[src/rtl/serial_link_train_ctrl.sv]
// Per-lane receive-delay training sequencer: sweeps every tap, scores a toggle pattern
// and centres each lane in its longest passing window. Optional watchdog: SERIAL_LINK_TRAIN_TIMEOUT_EN.
module serial_link_train_ctrl #(
    parameter int NumLanes     = 8,
    parameter int DelayW       = 5,
    parameter int SettleCycles = 16,
    parameter int CheckCycles  = 64
`ifdef SERIAL_LINK_TRAIN_TIMEOUT_EN
    ,
    parameter int TimeoutCycles = 1024
`endif
) (
    input  logic                         clk_i,
    input  logic                         rst_i,
    input  logic                         start_i,
    input  logic [NumLanes-1:0]          train_mask_i,
    input  logic [NumLanes-1:0]          rx_data_i,
    input  logic                         rx_valid_i,
    output logic                         tx_train_o,
    output logic [NumLanes*DelayW-1:0]   delay_o,
    output logic                         busy_o,
    output logic                         done_o,
    output logic [NumLanes-1:0]          fail_o
);

    localparam int LenW   = DelayW + 1;
    localparam int CntMax = (SettleCycles > CheckCycles) ? SettleCycles : CheckCycles;
    localparam int CntW   = $clog2(CntMax + 1);
    localparam logic [CntW-1:0]   SettleLast = CntW'(SettleCycles - 1);
    localparam logic [CntW-1:0]   CheckLast  = CntW'(CheckCycles - 1);
    localparam logic [DelayW-1:0] TapLast    = {DelayW{1'b1}};
`ifdef SERIAL_LINK_TRAIN_TIMEOUT_EN
    localparam int WdW = $clog2(TimeoutCycles + 1);
    localparam logic [WdW-1:0] WdLast = WdW'(TimeoutCycles - 1);
`endif

    typedef enum logic [2:0] {
        ST_IDLE,
        ST_SETTLE,
        ST_CHECK,
        ST_RECORD,
        ST_CENTER,
        ST_DONE
    } state_e;

    state_e                             state_q, state_d;
    logic [DelayW-1:0]                  tap_q, tap_d;
    logic [CntW-1:0]                    cnt_q, cnt_d;
    logic [NumLanes-1:0]                mask_q, mask_d;
    logic [NumLanes-1:0]                prev_q, prev_d;
    logic                               prev_valid_q, prev_valid_d;
    logic [NumLanes-1:0]                err_q, err_d;
    logic [NumLanes-1:0]                fail_q, fail_d;
    logic [NumLanes-1:0][DelayW-1:0]    delay_q, delay_d;
    logic [NumLanes-1:0][DelayW-1:0]    cur_start_q, cur_start_d;
    logic [NumLanes-1:0][LenW-1:0]      cur_len_q, cur_len_d;
    logic [NumLanes-1:0][DelayW-1:0]    best_start_q, best_start_d;
    logic [NumLanes-1:0][LenW-1:0]      best_len_q, best_len_d;
`ifdef SERIAL_LINK_TRAIN_TIMEOUT_EN
    logic [WdW-1:0]                     wd_q, wd_d;
`endif

    // Window centre, floor; len[DelayW:1] is len>>1 and cannot exceed 2**(DelayW-1).
    function automatic logic [DelayW-1:0] center_tap(input logic [DelayW-1:0] start,
                                                     input logic [LenW-1:0]   len);
        return start + len[DelayW:1];
    endfunction

    always_comb begin
        state_d      = state_q;
        tap_d        = tap_q;
        cnt_d        = cnt_q;
        mask_d       = mask_q;
        prev_d       = prev_q;
        prev_valid_d = prev_valid_q;
        err_d        = err_q;
        fail_d       = fail_q;
        delay_d      = delay_q;
        cur_start_d  = cur_start_q;
        cur_len_d    = cur_len_q;
        best_start_d = best_start_q;
        best_len_d   = best_len_q;
`ifdef SERIAL_LINK_TRAIN_TIMEOUT_EN
        wd_d         = wd_q;
`endif
        case (state_q)
            ST_IDLE: begin
                if (start_i) begin
                    mask_d       = train_mask_i;
                    tap_d        = '0;
                    cnt_d        = '0;
                    fail_d       = '0;
                    cur_start_d  = '0;
                    cur_len_d    = '0;
                    best_start_d = '0;
                    best_len_d   = '0;
                    for (int n = 0; n < NumLanes; n++) begin
                        if (train_mask_i[n]) delay_d[n] = '0;
                    end
                    state_d = ST_SETTLE;
                end
            end
            ST_SETTLE: begin
                if (cnt_q == SettleLast) begin
                    cnt_d        = '0;
                    err_d        = '0;
                    prev_valid_d = 1'b0;
`ifdef SERIAL_LINK_TRAIN_TIMEOUT_EN
                    wd_d         = '0;
`endif
                    state_d      = ST_CHECK;
                end else begin
                    cnt_d = cnt_q + CntW'(1);
                end
            end
            ST_CHECK: begin
`ifdef SERIAL_LINK_TRAIN_TIMEOUT_EN
                wd_d = wd_q + WdW'(1);
`endif
                if (rx_valid_i) begin
                    prev_d = rx_data_i;
                    // The first sample only seeds prev; it is not counted.
                    if (!prev_valid_q) begin
                        prev_valid_d = 1'b1;
                    end else begin
                        err_d = err_q | ~(rx_data_i ^ prev_q);
                        if (cnt_q == CheckLast) state_d = ST_RECORD;
                        else                    cnt_d   = cnt_q + CntW'(1);
                    end
                end
`ifdef SERIAL_LINK_TRAIN_TIMEOUT_EN
                if (state_d == ST_CHECK && wd_q == WdLast) begin
                    for (int n = 0; n < NumLanes; n++) begin
                        if (mask_q[n]) begin
                            fail_d[n]  = 1'b1;
                            delay_d[n] = '0;
                        end
                    end
                    state_d = ST_DONE;
                end
`endif
            end
            ST_RECORD: begin
                for (int n = 0; n < NumLanes; n++) begin
                    if (mask_q[n]) begin
                        if (!err_q[n]) begin
                            if (cur_len_q[n] == '0) cur_start_d[n] = tap_q;
                            cur_len_d[n] = cur_len_q[n] + LenW'(1);
                            // Strictly longer only, so the earliest window keeps a tie.
                            if (cur_len_d[n] > best_len_q[n]) begin
                                best_start_d[n] = cur_start_d[n];
                                best_len_d[n]   = cur_len_d[n];
                            end
                        end else begin
                            cur_len_d[n] = '0;
                        end
                    end
                end
                if (tap_q == TapLast) begin
                    state_d = ST_CENTER;
                end else begin
                    tap_d = tap_q + DelayW'(1);
                    cnt_d = '0;
                    for (int n = 0; n < NumLanes; n++) begin
                        if (mask_q[n]) delay_d[n] = tap_d;
                    end
                    state_d = ST_SETTLE;
                end
            end
            ST_CENTER: begin
                for (int n = 0; n < NumLanes; n++) begin
                    if (mask_q[n]) begin
                        if (best_len_q[n] == '0) begin
                            delay_d[n] = '0;
                            fail_d[n]  = 1'b1;
                        end else begin
                            delay_d[n] = center_tap(best_start_q[n], best_len_q[n]);
                        end
                    end
                end
                state_d = ST_DONE;
            end
            ST_DONE: state_d = ST_IDLE;
            default: state_d = ST_IDLE;
        endcase
    end

    always_ff @(posedge clk_i) begin
        if (rst_i) begin
            state_q      <= ST_IDLE;
            tap_q        <= '0;
            cnt_q        <= '0;
            mask_q       <= '0;
            prev_q       <= '0;
            prev_valid_q <= 1'b0;
            err_q        <= '0;
            fail_q       <= '0;
            delay_q      <= '0;
            cur_start_q  <= '0;
            cur_len_q    <= '0;
            best_start_q <= '0;
            best_len_q   <= '0;
`ifdef SERIAL_LINK_TRAIN_TIMEOUT_EN
            wd_q         <= '0;
`endif
        end else begin
            state_q      <= state_d;
            tap_q        <= tap_d;
            cnt_q        <= cnt_d;
            mask_q       <= mask_d;
            prev_q       <= prev_d;
            prev_valid_q <= prev_valid_d;
            err_q        <= err_d;
            fail_q       <= fail_d;
            delay_q      <= delay_d;
            cur_start_q  <= cur_start_d;
            cur_len_q    <= cur_len_d;
            best_start_q <= best_start_d;
            best_len_q   <= best_len_d;
`ifdef SERIAL_LINK_TRAIN_TIMEOUT_EN
            wd_q         <= wd_d;
`endif
        end
    end

    assign busy_o     = (state_q != ST_IDLE);
    assign tx_train_o = (state_q != ST_IDLE);
    assign done_o     = (state_q == ST_DONE);
    assign delay_o    = delay_q;
    assign fail_o     = fail_q;

endmodule
[config.mk]
export PLATFORM = sky130hd
export DESIGN_NAME = serial_link_train_ctrl
export DESIGN_NICKNAME = d
export VERILOG_FILES = /design/src/rtl/serial_link_train_ctrl.sv
export SDC_FILE = /design/constraint.sdc
export NUM_CORES = 1
export LEC_CHECK = 0
export BUFFER_PORTS_ARGS = -buffer_cell sky130_fd_sc_hd__buf_4
export CAP_MARGIN = 20
export CORE_MARGIN = 2
export CORE_UTILIZATION = 50
export CTS_BUF_LIST = sky130_fd_sc_hd__clkbuf_8 sky130_fd_sc_hd__clkbuf_16
export DETAILED_ROUTE_END_ITERATION = 8
export PLACE_DENSITY = 0.81
export SLEW_MARGIN = 20
export SYNTH_ARGS = -nofsm -noshare
export SYNTH_HDL_FRONTEND = slang
export SYNTH_SLANG_ARGS = --single-unit
export TNS_END_PERCENT = 100
[constraint.sdc]
create_clock -name clk_i -period 2.9 [get_ports clk_i]
set_input_delay 0.145 -clock clk_i [delete_from_list [all_inputs] [get_ports clk_i]]
set_output_delay 0.145 -clock clk_i [all_outputs]
set_load 0.005 [all_outputs]
==> impl_results.md, run 1 <==
- Routed Antenna Nets: 0
- CP max stage delay: 0.45 ns
- Clock-pin slew on the worst setup and hold paths: 0.06 ns
- Slew @ Worst Pin: 0.761 ns
- Area of the multi-input gates: 8630 um2
- Vias in the first global route: 12.7k
- Crit end category: flip-flop
- Clock Sinks: 264
- Final Instance Area: 16800 um2
- Critical Path RT: 3.36 ns
- RR Endpoint: best_len_q[42]$_SDFFE_PP0P_
- Setup TNS Final: 0 ns
- Main synth FF type: dfxtp_1
- Slowest CP cell: a311o_2
- Worst R2R Path Depth: 9
- Post-synthesis sequential area ratio: 36.3%
- Ports: 71
- DRT Pass-1 Iters: 6
- Area grow syn2layout: 15.3%
- Cell Pwr Density: 464 nW/um2
- Mapped cell area: 14600 um2
- Syn Inst Count: 1712
- Placement Cell Area: 15600 um2
- CTS tree: yes
- DIE WIDTH: 175 um
- Avg Inst Size Synth: 8.50 um2
- Worst setup path startpoint: cur_len_q[43]$_SDFFE_PP0P_
- GRT Residual Overflow: 0
- Most common cell after layout, fill and taps aside: dfxtp_1
- Final WS setup: 0.143 ns
- RSZ-0062 raised after global routing: no
- Fmax: 363 MHz
- IO buf count: 70
- Layout cells sized above 1: 13.2%
- Yosys cell types: 81
- Max Cap Viol: 0
- Clock buffer depth: 3
- Crit share post-route: 95.1%
- GRT Overall Usage: 25.8%
- Core Region: 28700 um2
- Worst Hold Class: input pin to flip-flop
- Routability Congestion: 0.921
- # nets final: 1924
- Final Hold Fails: 0
- Post-place setup slack: 0.0420 ns
- Yosys warns: 0
- DR DRC count: 0
- CP arrival: 3.22 ns
- Crit-path cells: ha_2 -> nand3_1 -> xnor2_2 -> ha_1 -> and4_1 -> a311o_1 -> a311o_2 -> buf_4 -> o31ai_1
- Filler Cell Count: 2455
- DR vias: 13.3k
- Endpoints failing setup: 0
- Run status: completed
- Yosys reg bits: 264
- Via density: 6.03
- Setup crit end: best_len_q[42]$_SDFFE_PP0P_
- Routed length per placed instance: 18.4 um
- Commonest non-fill, non-tap cells in the layout: dfxtp_1, nand2_1, a21oi_1
- Pins Over Slew Limit: 0
- Total clock buffers created by CTS: 29
- Largest net degree at the start of global routing: 95
- Post-synth EDFFs: 0
- CTS Root Buffer Type: clkbuf_16
- Minimum clock period: 2.76 ns
- Die area: 30500 um2
- VDD IR-drop max: 0.448 mV
- Crit Path Max Fanout: 12
- First-pass GRT wire length: 64300 um
- Clock Latency Late Sink: 0.58 ns
- HPWL after DPL: 28900 um
- Register area: 5290 um2
- Worst Skew: 0.0291 ns
- Lkg Pwr: 6.60 nW
- Max_slew headroom: 49.3%
- R2R Path Start: cur_len_q[43]$_SDFFE_PP0P_
- Die H: 175 um
- Initial core utilization: 50.7%
- Initial antenna violation count: 1
- Synth Net Count: 1839
- H-tree depth: 1
- Reg2Reg Setup Slack: 0.14 ns
- DRT iter0 DRCs: 1201
- CP Class: flip-flop to flip-flop
- CP Launch Type: flip-flop
- Total Wirelength: 40500 um
- Core Rows: 62
- Asr flop ratio synth: 0%
[per-layer routing]
| layer | GRT usage (%) | up-vias | part of all wire, % |
|---|---|---|---|
| met5 | 0 | - | 0 |
| met1 | 32.0 | 6329 | 41 |
| met2 | 43.4 | 501 | 46 |
| met3 | 4.74 | 151 | 7.9 |
| li1 | - | 6307 | - |
| met4 | 12.2 | 0 | 5.3 |
[through the flow]
step / utilization [%] / instances / power (W) / hold WS, ns
2_1_floorplan: - / 1712 / 0.00403 / 0.281
3_3_place_gp: 54.4 / 2131 / 0.00417 / 0.413
3_5_place_dp: 54.4 / 2131 / 0.00418 / 0.421
4_1_cts: 58.2 / 2200 / 0.00779 / 0.0701
5_1_grt: 58.5 / 2203 / 0.00798 / 0.0901
6_report: 58.5 / 2203 / 0.00778 / 0.0562
[worst min-delay path by stage]
stage	depth (start not counted)	to	startpoint	slack, ns
after floorplan	2	prev_q[0]$_SDFFE_PP0P_	rx_data_i[0]	0.28
after global placement	3	mask_q[1]$_SDFFE_PP0P_	train_mask_i[1]	0.41
after detailed placement	3	prev_q[2]$_SDFFE_PP0P_	rx_data_i[2]	0.42
after CTS	2	cur_start_q[9]$_SDFFE_PP0P_	rst_i	0.07
after global routing	5	state_q[0]$_SDFFE_PP0P_	rx_valid_i	0.09
final	2	cur_len_q[28]$_SDFFE_PP0P_	rst_i	0.06
[cells in the mapped netlist (all sizes together) (21+ instances only)]
| master | number | area, um2 |
|---|---|---|
| o2bb2ai | 21 | 184 |
| o21ai | 51 | 263 |
| nand3 | 90 | 450 |
| a21oi | 159 | 811 |
| mux2i | 44 | 440 |
| o32ai | 40 | 350 |
| dfxtp | 264 | 5290 |
| ha | 99 | 1240 |
| xor2 | 34 | 298 |
| nand2 | 193 | 732 |
| buf | 28 | 164 |
| nor3 | 28 | 166 |
| nand2b | 70 | 438 |
| inv | 80 | 300 |
| nor2 | 128 | 493 |
| clkbuf | 62 | 233 |
| xnor2 | 36 | 315 |
[power by group]
group,internal [W],switching (W),leakage (nW),total [W]
combinational,0.000161,0.000307,3.97,0.000467
clock,0.00210,0.00155,0.502,0.00365
sequential,0.00364,0.0000272,2.13,0.00367
total,0.00590,0.00188,6.60,0.00778
[area by class of cell]
cell class              count  area share (%)
clock buffers              33            4.65
multi-input cells        1278            51.4
diodes                      1          0.0149
repair buffers            144            6.82
flip-flops and latches    264            31.5
well taps                 384            2.86
inverters                  80            1.79
clock inverters            19           0.925
[critical path, delay by kind of cell, from the launching register on]
| family | cells | cell delay, ns |
|---|---|---|
| simple gates | 2 | 0.36 |
| flops | 1 | 0.36 |
| compound gates | 3 | 1.02 |
| buf+inv | 1 | 0.21 |
| xor+xnor | 1 | 0.17 |
| fa+ha+maj | 2 | 0.53 |
[kinds of logic after synthesis]
group	after synthesis	synth area share (%)
xor gates and xnor gates	70	4.21
muxes	63	4.50
AOI/OAI and AO/OA	407	18.8
adders and majority gates	107	9.61
buffers and inverters	170	4.79
DFF	264	36.3
and+or+nand+nor	631	21.8
[registers in the layout (all words and copies together) (netlist names)]
| name | count |
|---|---|
| cur_start_q | 40 |
| delay_o | 40 |
| prev_q | 8 |
| mask_q | 8 |
| tap_q | 5 |
| fail_o | 8 |
| state_q | 3 |
| prev_valid_q | 1 |
| cur_len_q | 48 |
| err_q | 8 |
| best_start_q | 40 |
| best_len_q | 48 |
| cnt_q | 7 |
[repair_timing]
item	CTS	global route
setup buffers	0	1
endpoints found under the setup margin	0	29
resized for setup	0	13
hold buffers	17	0
hold endpoints to repair	25	0
Power figures use the tool's default switching activity.
==> run 2: changes to the inputs <==
CORE_UTILIZATION = 56   (was 50)
PLACE_DENSITY = 0.88   (was 0.81)
==> impl_results.md, run 2 (synthesis results as in run 1) <==
- Run status: completed
- Hold Path Stages: 5
- Crit Path Max Fanout: 6
- Worst Hold Class: input pin to flip-flop
- Critical Path RT: 3.37 ns
- Pins Over Slew Limit: 0
- Cell Pwr Density: 462 nW/um2
- Layout cells sized above 1: 13.1%
- Non-Filler Instances: 2149
- VDD IR-drop max: 0.478 mV
- Most common cell after layout, fill and taps aside: dfxtp_1
- DR DRC count: 0
- First-pass GRT wire length: 65000 um
- Final Hold Fails: 0
- Total Wirelength: 40700 um
- DIE WIDTH: 165 um
- Reg2Reg Setup Slack: 0.14 ns
- DR vias: 13.4k
- Crit-path cells: ha_1 -> nand3_1 -> xnor2_1 -> ha_1 -> and4_1 -> nand3_1 -> o31ai_1 -> buf_4 -> nand3b_1 -> o32ai_1
- CP arrival: 3.23 ns
- H-tree depth: 1
- RSZ-0062 raised after global routing: yes
- HPWL after DPL: 28200 um
- Die H: 165 um
- Die area: 27300 um2
- Worst Skew: 0.0314 ns
- Endpoints failing setup: 0
- DRT Pass-1 Iters: 5
- CTS Root Buffer Type: clkbuf_16
- IO buf count: 70
- Via density: 6.25
- Slowest CP cell: dfxtp_1
- Lkg Pwr: 6.55 nW
- Initial antenna violation count: 2
- Max_slew headroom: 49.4%
- Post-Place Cells: 2077
- Clock Sinks: 264
- Fmax: 362 MHz
- Core Rows: 59
- Largest net degree at the start of global routing: 77
- Power Total: 0.00770 W
- Total clock buffers created by CTS: 29
- Commonest non-fill, non-tap cells in the layout: dfxtp_1, nand2_1, a21oi_1
- Crit end category: flip-flop
- Fin util: 64.7%
- Slew @ Worst Pin: 0.758 ns
- Clock buffer depth: 3
- Core Region: 25800 um2
- Routability Congestion: 0.921
- Ports: 71
- CP max stage delay: 0.45 ns
- # nets final: 1918
- CP Launch Type: flip-flop
- CTS tree: yes
- Clock-pin slew on the worst setup and hold paths: 0.06 ns
- Crit share post-route: 95.1%
- Routed length per placed instance: 18.9 um
- Initial core utilization: 56.5%
- Routed Antenna Nets: 0
- Area grow syn2layout: 14.5%
- GRT Residual Overflow: 0
- Worst R2R Path Depth: 10
- Vias in the first global route: 12.9k
- GRT Overall Usage: 29.7%
- Clock Latency Late Sink: 0.58 ns
- Minimum clock period: 2.76 ns
- Largest registers: best_len_q: 48 flops, cur_len_q: 48 flops
- Max Cap Viol: 0
- DRT iter0 DRCs: 1437
- CP Class: flip-flop to flip-flop
run 2: final timing paths:
path | start | endpoint
max reg2reg | cur_len_q[12]$_SDFFE_PP0P_ | best_len_q[12]$_SDFFE_PP0P_
min reg2reg | cur_start_q[13]$_SDFFE_PP0P_ | cur_start_q[13]$_SDFFE_PP0P_
min | start_i | state_q[0]$_SDFFE_PP0P_
max | cur_len_q[12]$_SDFFE_PP0P_ | best_len_q[12]$_SDFFE_PP0P_
run 2: area by class of cell:
| class | count | area [um2] |
|---|---|---|
| Clock buffer | 34 | 795 |
| Multi-Input combinational cell | 1278 | 8630 |
| Tap cell | 335 | 419 |
| Clock inverter | 18 | 125 |
| Fill cell | 1959 | 9090 |
| Sequential cell | 264 | 5290 |
| Timing Repair Buffer | 138 | 1100 |
| Inverter | 80 | 300 |
| Antenna cell | 2 | 5.00 |
run 2: timing repair:
item	in CTS	in global routing
gates resized for setup	1	12
endpoints found under the hold margin	24	0
pin swaps	0	1
setup buffers	0	1
hold buffers	16	0
endpoints found under the setup margin	6	27
run 2: worst max-delay path: cells and delay by family, from the launching register on:
kind                     cells  cell delay, ns
AND/OR/NAND/NOR              4            0.73
adder cells (fa/ha/maj)      2            0.61
flip-flops                   1            0.45
AO/OA/AOI/OAI                2            0.41
XOR/XNOR                     1            0.28
buffers and inverters        1            0.16
run 2: metal layers:
metal,share of wire [%],track usage (%),vias to the layer above
met1,38,36.0,6381
met5,0,0,-
met3,9.0,5.34,155
met4,5.5,15.9,0
li1,-,-,6293
met2,47,50.2,601
run 2: power by group:
group | switching, W | internal, W
registers | 0.0000357 | 0.00364
logic | 0.000300 | 0.000157
clock network | 0.00153 | 0.00203
run 2: metrics by stage:
step	setup slack (ns)	instance area, um2	TNS (ns)	hold slack, ns
2_1_floorplan	0.239	14600	0	0.281
3_3_place_gp	0.165	15500	0	0.411
3_5_place_dp	0.00818	15500	0	0.420
4_1_cts	0.00781	16600	0	0.00551
5_1_grt	-0.00708	16700	-0.00708	0.0583
6_report	0.141	16700	0	0.0369
